File: config.mk
export PLATFORM = sky130hd
export DESIGN_NAME = exu_muldiv_seq_flat
export DESIGN_NICKNAME = d
export VERILOG_FILES = /design/src/rtl/exu_muldiv_seq_if.sv /design/src/rtl/exu_muldiv_seq.sv /design/src/flat_wrapper.sv
export SDC_FILE = /design/constraint.sdc
export NUM_CORES = 1
export LEC_CHECK = 0
export ABC_AREA = 1
export BUFFER_PORTS_ARGS = -buffer_cell sky130_fd_sc_hd__buf_4
export CAP_MARGIN = 40
export CORE_ASPECT_RATIO = 1.2
export CORE_MARGIN = 1.5
export CORE_UTILIZATION = 55
export DETAILED_ROUTE_END_ITERATION = 7
export PLACE_DENSITY = 0.72
export SYNTH_ARGS = -nofsm -noshare
export SYNTH_HDL_FRONTEND = slang
export SYNTH_SLANG_ARGS = --single-unit
File: constraint.sdc
create_clock -name CLK -period 3.45 [get_ports CLK]
set_input_delay 0.345 -clock CLK [delete_from_list [all_inputs] [get_ports CLK]]
set_output_delay 0.345 -clock CLK [all_outputs]
set_load 0.02 [all_outputs]
File: src/rtl/exu_muldiv_seq_if.sv
// exu_muldiv_seq_if: execute-stage <-> RV32M sequencer handshake bundle.
// The EX stage drives the master side; the sequencer is the slave.
interface exu_muldiv_seq_if #(
  parameter int XLEN = 32
);
  logic            StartE;
  logic [2:0]      MulDivOpE;
  logic [XLEN-1:0] SrcAE;
  logic [XLEN-1:0] SrcBE;
  logic            FlushE;
  logic            StallMD;
  logic            DoneE;
  logic [XLEN-1:0] ResultE;

  modport master (
    output StartE, MulDivOpE, SrcAE, SrcBE, FlushE,
    input  StallMD, DoneE, ResultE
  );

  modport slave (
    input  StartE, MulDivOpE, SrcAE, SrcBE, FlushE,
    output StallMD, DoneE, ResultE
  );
endinterface

File: src/rtl/exu_muldiv_seq.sv
// exu_muldiv_seq: radix-2 RV32M multiply/divide sequencer beside the EX ALU.
// Define MULDIV_FAST_MUL_EN for a single-cycle combinational multiply.
module exu_muldiv_seq #(
  parameter int XLEN  = 32,
  parameter int CNT_W = 6
) (
  input  logic              CLK,
  input  logic              RST,
  exu_muldiv_seq_if.slave   md
);

  typedef enum logic [1:0] {
    IDLE,
    BUSY,
    DONE
  } state_t;

  localparam logic [XLEN-1:0] MinNeg = {1'b1, {(XLEN-1){1'b0}}};

  state_t            state;
  state_t            stateNxt;
  logic [2:0]        opR;
  logic              negR;
  logic [CNT_W-1:0]  cnt;
  logic [XLEN-1:0]   bR;
  logic [2*XLEN-1:0] acc;

  logic              launch;
  logic              step;
  logic              stall;
  logic              done;

  logic              isDiv;
  logic              signA;
  logic              signB;
  logic              aNeg;
  logic              bNeg;
  logic [XLEN-1:0]   aMag;
  logic [XLEN-1:0]   bMag;
  logic              negIn;
  logic              divZero;
  logic              divOvf;
  logic              skipBusy;

  // Operand decode for the op being offered in IDLE.
  always_comb begin
    isDiv   = md.MulDivOpE[2];
    signA   = isDiv ? ~md.MulDivOpE[0]
                    : ~(md.MulDivOpE[1] & md.MulDivOpE[0]);
    signB   = isDiv ? ~md.MulDivOpE[0] : ~md.MulDivOpE[1];
    aNeg    = signA & md.SrcAE[XLEN-1];
    bNeg    = signB & md.SrcBE[XLEN-1];
    aMag    = aNeg ? -md.SrcAE : md.SrcAE;
    bMag    = bNeg ? -md.SrcBE : md.SrcBE;
    // Remainder follows the dividend; everything else is sA^sB.
    negIn   = (isDiv & md.MulDivOpE[1]) ? aNeg : (aNeg ^ bNeg);
    divZero = isDiv & (md.SrcBE == '0);
    divOvf  = isDiv & ~md.MulDivOpE[0]
            & (md.SrcAE == MinNeg) & (md.SrcBE == '1);
`ifdef MULDIV_FAST_MUL_EN
    skipBusy = divZero | divOvf | ~isDiv;
`else
    skipBusy = divZero | divOvf;
`endif
  end

  always_ff @(posedge CLK) begin
    if (RST) state <= IDLE;
    else     state <= stateNxt;
  end

  always_comb begin
    stateNxt = state;
    launch   = 1'b0;
    step     = 1'b0;
    stall    = 1'b0;
    done     = 1'b0;
    case (state)
      IDLE: begin
        if (md.StartE & ~md.FlushE) begin
          stall    = 1'b1;
          launch   = 1'b1;
          stateNxt = skipBusy ? DONE : BUSY;
        end
      end
      BUSY: begin
        if (md.FlushE) begin
          stateNxt = IDLE;
        end else begin
          stall = 1'b1;
          step  = 1'b1;
          if (cnt == CNT_W'(1)) stateNxt = DONE;
        end
      end
      DONE: begin
        done     = ~md.FlushE;
        stateNxt = IDLE;
      end
      default: stateNxt = IDLE;
    endcase
  end

  // acc = {hi, lo}: product hi/lo for multiply, {rem, quot} for divide.
  logic [XLEN:0]     mulSum;
  logic [2*XLEN-1:0] mulNxt;
  logic              divGe;
  logic [XLEN-1:0]   divRem;
  logic [2*XLEN-1:0] divNxt;

  always_comb begin
    mulSum = {1'b0, acc[2*XLEN-1:XLEN]}
           + (acc[0] ? {1'b0, bR} : '0);
    mulNxt = {mulSum, acc[XLEN-1:1]};
    divGe  = acc[2*XLEN-1:XLEN-1] >= {1'b0, bR};
    divRem = XLEN'(acc[2*XLEN-1:XLEN-1] - {1'b0, bR});
    divNxt = {divGe ? divRem : acc[2*XLEN-2:XLEN-1],
              acc[XLEN-2:0], divGe};
  end

  always_ff @(posedge CLK) begin
    if (RST) begin
      opR  <= '0;
      negR <= 1'b0;
      cnt  <= '0;
      bR   <= '0;
      acc  <= '0;
    end else if (launch) begin
      opR  <= md.MulDivOpE;
      cnt  <= CNT_W'(XLEN);
      bR   <= bMag;
      negR <= negIn;
      acc  <= {{XLEN{1'b0}}, aMag};
      // Special results are staged so the DONE mux yields them unchanged.
      if (divZero) begin
        negR <= 1'b0;
        acc  <= {md.SrcAE, {XLEN{1'b1}}};
      end else if (divOvf) begin
        negR <= 1'b0;
        acc  <= {{XLEN{1'b0}}, MinNeg};
      end
`ifdef MULDIV_FAST_MUL_EN
      else if (~isDiv) begin
        acc <= {{XLEN{1'b0}}, aMag} * {{XLEN{1'b0}}, bMag};
      end
`endif
    end else if (step) begin
      cnt <= cnt - CNT_W'(1);
      acc <= opR[2] ? divNxt : mulNxt;
    end
  end

  logic [2*XLEN-1:0] prodS;
  logic [XLEN-1:0]   quotS;
  logic [XLEN-1:0]   remS;
  logic [XLEN-1:0]   fin;

  always_comb begin
    prodS = negR ? -acc : acc;
    quotS = negR ? -acc[XLEN-1:0] : acc[XLEN-1:0];
    remS  = negR ? -acc[2*XLEN-1:XLEN] : acc[2*XLEN-1:XLEN];
    unique case (1'b1)
      opR[2] &  opR[1]:         fin = remS;
      opR[2] & ~opR[1]:         fin = quotS;
      ~opR[2] & (opR[1:0] == 2'b00): fin = prodS[XLEN-1:0];
      default:                  fin = prodS[2*XLEN-1:XLEN];
    endcase
  end

  assign md.StallMD = stall & ~RST;
  assign md.DoneE   = done & ~RST;
  assign md.ResultE = (done & ~RST) ? fin : '0;

endmodule

File: src/flat_wrapper.sv
// flat-port wrapper written by rule: the top's interface ports become plain ports
module exu_muldiv_seq_flat 
#(
  parameter int XLEN  = 32,
  parameter int CNT_W = 6
)
  (CLK, RST, md_StartE, md_MulDivOpE, md_SrcAE, md_SrcBE, md_FlushE, md_StallMD, md_DoneE, md_ResultE);
  exu_muldiv_seq_if #(.XLEN(XLEN)) md_i ();
  input  logic CLK;
  input  logic RST;
  input wire logic [$bits(md_i.StartE)-1:0] md_StartE;
  input wire logic [$bits(md_i.MulDivOpE)-1:0] md_MulDivOpE;
  input wire logic [$bits(md_i.SrcAE)-1:0] md_SrcAE;
  input wire logic [$bits(md_i.SrcBE)-1:0] md_SrcBE;
  input wire logic [$bits(md_i.FlushE)-1:0] md_FlushE;
  output wire logic [$bits(md_i.StallMD)-1:0] md_StallMD;
  output wire logic [$bits(md_i.DoneE)-1:0] md_DoneE;
  output wire logic [$bits(md_i.ResultE)-1:0] md_ResultE;
  assign md_i.StartE = md_StartE;
  assign md_i.MulDivOpE = md_MulDivOpE;
  assign md_i.SrcAE = md_SrcAE;
  assign md_i.SrcBE = md_SrcBE;
  assign md_i.FlushE = md_FlushE;
  assign md_StallMD = md_i.StallMD;
  assign md_DoneE = md_i.DoneE;
  assign md_ResultE = md_i.ResultE;
  exu_muldiv_seq #(.XLEN(XLEN), .CNT_W(CNT_W)) u_core (.CLK(CLK), .RST(RST), .md(md_i));
endmodule
[Word level (Yosys, flattened, before mapping)]
Cells that the tools add are included.
Word-level totals
  logic and storage cells: 84
  output and inout port bits: 34
  flip-flop bits (word level): 108
Operators by class
  bitwise logic cells: 23
  eq/ne operators: 7
  reductions and logical operators: 6
  multiplexer cells: 32
  magnitude comparators: 1
  add/subtract/negate cells: 8
Operators by type and width (number)
  $mux W64: 5
  $mux W32: 8
  $neg A32 Y32: 4
  $pmux W32 S3: 1
  $eq A32 B32 Y1 const B: 2
  $neg A64 Y64: 1
  $add A32 B32 Y33: 1
  $ge A33 B32 Y1: 1
  $logic_not A32 Y1: 1
  $sub A32 B32 Y32: 1
  $and A1 B1 Y1: 14
  $mux W6: 2
  $mux W1: 10
  $mux W2: 4
  $not A1 Y1: 7
  $eq A6 B1 Y1 const B: 1
  $sub A6 B1 Y6 const B: 1
  $logic_not A2 Y1: 2
  $pmux W2 S2: 1
  $ne A3 B2 Y1 const B: 1
  $eq A2 B1 Y1 const B: 1
  $eq A2 B2 Y1 const B: 1
  $ne A2 B1 Y1 const B: 1
  $pmux W1 S2: 1
  other kinds (5): 5

[Logic depth before layout (Yosys ltp)]
  depth in word-level cells: 8
  mapped depth: 21
  gate-level depth less buffers: 19

[Worst setup path after synthesis]
No wires, ideal clock.
  kind: reg-to-reg
  start point: register u_core.acc[0]
  end point: register u_core.acc[52]
  stages on the path, launching flop included: 19
  arrival: 2.332 ns
  buffers on the path: 2
  period minus slack after synthesis: 2.441 ns
  path slack: 1.009 ns
  setup time: 0.109 ns
  path through: dfxtp_1 > buf_2 > clkbuf_1 > nand2_1 > inv_1 > ha_1 > a21oi_1 > nand2_1 > a21oi_1 > inv_1 > nand2_1 > nand2_1 > nand3_1 > nand2_1 > or2_2 > nand3_1 > nand3b_1 > nand2_1 > inv_1
On the way
  word-level cells in the longest chain between the ends: 5
RTL lines
  start, declared: RTL line exu_muldiv_seq.sv:26  | logic [2*XLEN-1:0] acc;
  start signal, assigned: RTL line exu_muldiv_seq.sv:132  | acc <= {{XLEN{1'b0}}, aMag};
  start signal, assigned: RTL line exu_muldiv_seq.sv:136  | acc <= {md.SrcAE, {XLEN{1'b1}}};
  start signal, assigned: RTL line exu_muldiv_seq.sv:139  | acc <= {{XLEN{1'b0}}, MinNeg};
  $mux W32: RTL line exu_muldiv_seq.sv:112  | + (acc[0] ? {1'b0, bR} : '0);
  $add A32 B32 Y33: RTL line exu_muldiv_seq.sv:112
  $mux W64: RTL line exu_muldiv_seq.sv:148  | acc <= opR[2] ? divNxt : mulNxt;
  $mux W64: RTL line exu_muldiv_seq.sv:146  | end else if (step) begin
  $mux W64: RTL line exu_muldiv_seq.sv:127  | end else if (launch) begin
Every way passes these cells. The select of a mux whose other input is x is not followed.
A chain may end at the register's enable or synchronous reset.

[Worst setup path after layout]
  start point: register u_core.acc[59]
  end point: register u_core.acc[63]
On the way
  word-level cells in the longest chain between the ends: 5
  elaborated cells on any way between the ends: 7
RTL lines
  $sub A32 B32 Y32 or $ge A33 B32 Y1 (tied branches): RTL line exu_muldiv_seq.sv:115, exu_muldiv_seq.sv:114
  $mux W32: RTL line exu_muldiv_seq.sv:116  | divNxt = {divGe ? divRem : acc[2*XLEN-2:XLEN-1],
  $mux W64 (*): RTL line exu_muldiv_seq.sv:148
  $mux W64 (*): RTL line exu_muldiv_seq.sv:146
  $mux W64 (*): RTL line exu_muldiv_seq.sv:127
Mark *: on every way between the ends. The rest lies on a longest branch, timed or not. The select of a mux whose other input is x is not followed.

==> results.md <==
* Status: finished with violations
* Failing checks: DRC
* Pwr Density at 349 nW/um^2
* GRT Util Overall at roughly half
* Max-slew violations at 0
* Finished Layout Cells at about 3100
* WP data required at 3.78 ns
* Post-Syn Nets at 2853
* Post-synthesis cell count at 2709
* Vias in the first global route at 18800
* CTS Sinks at 108
* Clk buf depth at 2
* Largest net degree at the start of global routing at 69
* CP max FO at 52
* Setup Skew at between 0.015 and 0.02 ns
* Antenna violations before repair at 10
* Synth Cell Area at 15000 sq um
* Sequential area share after synthesis at 14.4%
* Ys flop type: dfxtp_1
* Area of the core at 26500 sq um
* Post-CTS setup buffer count at 0
* CTS tree: built
* Final antenna-violating net count at 0
* H-tree lvl count at 3
* Hold_ws at 0.277 ns
* Fin area at 16500 sq um
* Setup TNS at 0 ns
* Post-synth EDFFs at 0
* Final Net Count at 2923
* HP Class: in2reg
* Area delta synth->final at 10.2%
* Setup ws final at 0.0351 ns
* Slew at the pin closest to its max-slew limit at approximately 0.95 ns
* GRT overflow at 0
* Post-place setup slack at 0.235 ns
* Root Driver: clkbuf_16
* Hold Buf Count CTS at 0
* DRT iter0 DRCs at 2373
* Yosys warns at 0
* Hpwl dp at 54.7 mm
* Post-synth ARST share at 0%
* DR vias at ~20000
* Commonest non-fill, non-tap cell in the layout: nand2_1
* Count of final hold-check violations at 0
* Routability cong. at 1.20
* CP arrival at approximately 3.8 ns
* CP max-delay cell: dfxtp_1
* DIE AREA at 28200 sq um
* Die Y-Extent at 184 um
* CTS Buf Count at 9
* DR DRC count at 15
* Total wire length at 70.3 mm
* Worst hold path depth at 3
* Initial Util at between 50% and 60%
* Wire per inst at 22.5 um
* Largest stage delay on the critical path at ~0.69 ns
* Fin crit share at ~99%
* Setup Crit Path Kind: reg2reg
* First-pass GRT wire length at 106 mm
* Syn Area/Cell at roughly 5.5 sq um
* Via density at 6.38
* # IOs at 105
* Reg clk slew, reported paths at roughly 0.090 ns
* Endpoints failing setup at 0
* Clk Latency, worst-skew pair at roughly 0.38 ns
* RSZ-0062 raised after global routing: no
* Synth unique cells at 60
* CP Cell Sequence: ha_1 > nand2_1 > nor2_2 > inv_1 > nor3_2 > nand3_1 > nand4_2 > buf_12 > inv_1 > nand2_1 > nand3_1 > nand3_1 > nand2_1 > inv_1
* Fraction of layout cells with a size suffix above 1 at 9.12%
* Max cap viols at 0
* Maximum VDD drop at 0.000297 V
* Critical path launch point type: register
* Post-Place Cells at 3099
* Post-layout min period at around 3.4 ns
* Leakage dissipation at 8.31 nW
* Most frequent cells in the layout: 686 x nand2_1, 385 x inv_1, 298 x nor2_1
* Chip Width at 154 um
* Slew headroom at approximately 36%
* Critical path endpoint category: register
* Synth Register Bits at 108
* FMAX at 293 MHz
* I/O Buffers at 104
* Pre-antenna DRT Iters at 8
* Rows at 65
* Placed inst area at 16100 sq um
* Reg2Reg Depth at 14
-- through the flow --
step	power [W]	util [%]
floorplan	0.00347	-
global placement	0.00441	60.7
detailed placement	0.00445	60.7
CTS	0.00554	61.9
global route	0.00605	62.1
finish	0.00575	62.2
-- synth_stat cells (3+ instances only) --
master | count | area [sq um]
a211oi_1 | 5 | 37.5
a21boi_0 | 5 | 37.5
a21o_1 | 7 | 52.6
a21oi_1 | 205 | 1030
a221oi_1 | 5 | 43.8
a22oi_1 | 24 | 180
a31oi_1 | 37 | 231
and3_1 | 5 | 31.3
buf_1 | 6 | 22.5
buf_2 | 22 | 110
buf_4 | 4 | 30.0
buf_6 | 6 | 67.6
clkbuf_1 | 55 | 206
dfxtp_1 | 108 | 2160
ha_1 | 71 | 888
inv_1 | 387 | 1450
inv_2 | 14 | 52.6
nand2_1 | 687 | 2580
nand2_2 | 7 | 43.8
nand3_1 | 203 | 1020
nand3_2 | 7 | 70.1
nand3b_1 | 13 | 97.6
nand4_1 | 21 | 131
nor2_1 | 302 | 1130
nor2_2 | 8 | 50.1
nor2_4 | 5 | 56.3
nor3_1 | 49 | 245
nor3_2 | 5 | 50.1
nor4_1 | 12 | 75.1
o211ai_1 | 20 | 150
o21a_1 | 4 | 30.0
o21ai_0 | 220 | 1100
o21ai_1 | 14 | 70.1
o21ai_2 | 3 | 26.3
o21bai_1 | 9 | 67.6
o22ai_1 | 26 | 163
o311ai_0 | 5 | 43.8
o31ai_1 | 6 | 45.0
or2_2 | 7 | 43.8
xnor2_1 | 23 | 201
xor2_1 | 63 | 552
-- final cells by class --
cell class / count / area [sq um]
clock inverter: 7 / 90.1
antenna: 5 / 12.5
sequential: 108 / 2170
clock buffer: 9 / 225
tap: 335 / 419
timing repair buffer: 152 / 1170
multi-input combinational: 2106 / 10900
inverter: 402 / 1510
fill: 2726 / 10000
-- repair_timing --
item | in CTS | in global routing
resized for setup | 0 | 14
endpoints found under the setup margin | 0 | 18
endpoints found under the hold margin | 0 | 0
-- cells by family (layout without fill, tap and decap cells) --
logic type               count (synthesis)  in the layout  synth area share [%]
AND/OR/NAND/NOR                       1346           1346                  38.8
AO/OA/AOI/OAI                          601            601                  22.5
buffers and inverters                  495            570                  13.0
flip-flops                             108            108                  14.4
XOR/XNOR                                86             86                  5.03
adder cells (fa/ha/maj)                 73             73                  6.20
other                                    0              5                     0
-- path summary, 6_finish.rpt --
path                                from                           to  slack (ns)
max          u_core.acc[59]$_SDFFE_PP0N_  u_core.acc[63]$_SDFFE_PP0N_        0.04
min                      md_MulDivOpE[0]   u_core.opR[0]$_SDFFE_PP0P_        0.28
max reg2reg  u_core.acc[59]$_SDFFE_PP0N_  u_core.acc[63]$_SDFFE_PP0N_        0.04
min reg2reg   u_core.cnt[0]$_SDFFE_PP0P_   u_core.cnt[0]$_SDFFE_PP0P_        0.50
-- critical path, delay by kind of cell, from the launching register on --
| kind | cells | cell delay [ns] |
|---|---|---|
| buffers and inverters | 4 | 0.59 |
| and+or+nand+nor | 9 | 1.71 |
| adders and majority gates | 1 | 0.36 |
| DFF | 1 | 0.69 |
-- report_power, final --
part	internal, W	total (W)	switching (W)
Sequential	0.00134	0.00155	0.000211
Clock	0.000525	0.00112	0.000593
Combinational	0.000938	0.00308	0.00215
Total	0.00280	0.00575	0.00295
-- routing by layer --
layer,track usage [%],up-vias,wire length (um)
li1,-,9032,-
met1,50.7,8865,23000
met2,76.9,1482,30200
met3,20.3,536,9100
met4,48.7,10,7950
met5,2.47,-,57
-- flip-flops by register name, indices dropped and copies added, names as in the netlist --
signal,flops
u_core.negR,1
u_core.acc,64
u_core.state,2
u_core.bR,32
u_core.opR,3
u_core.cnt,6
(Power assumes the default switching activity.)
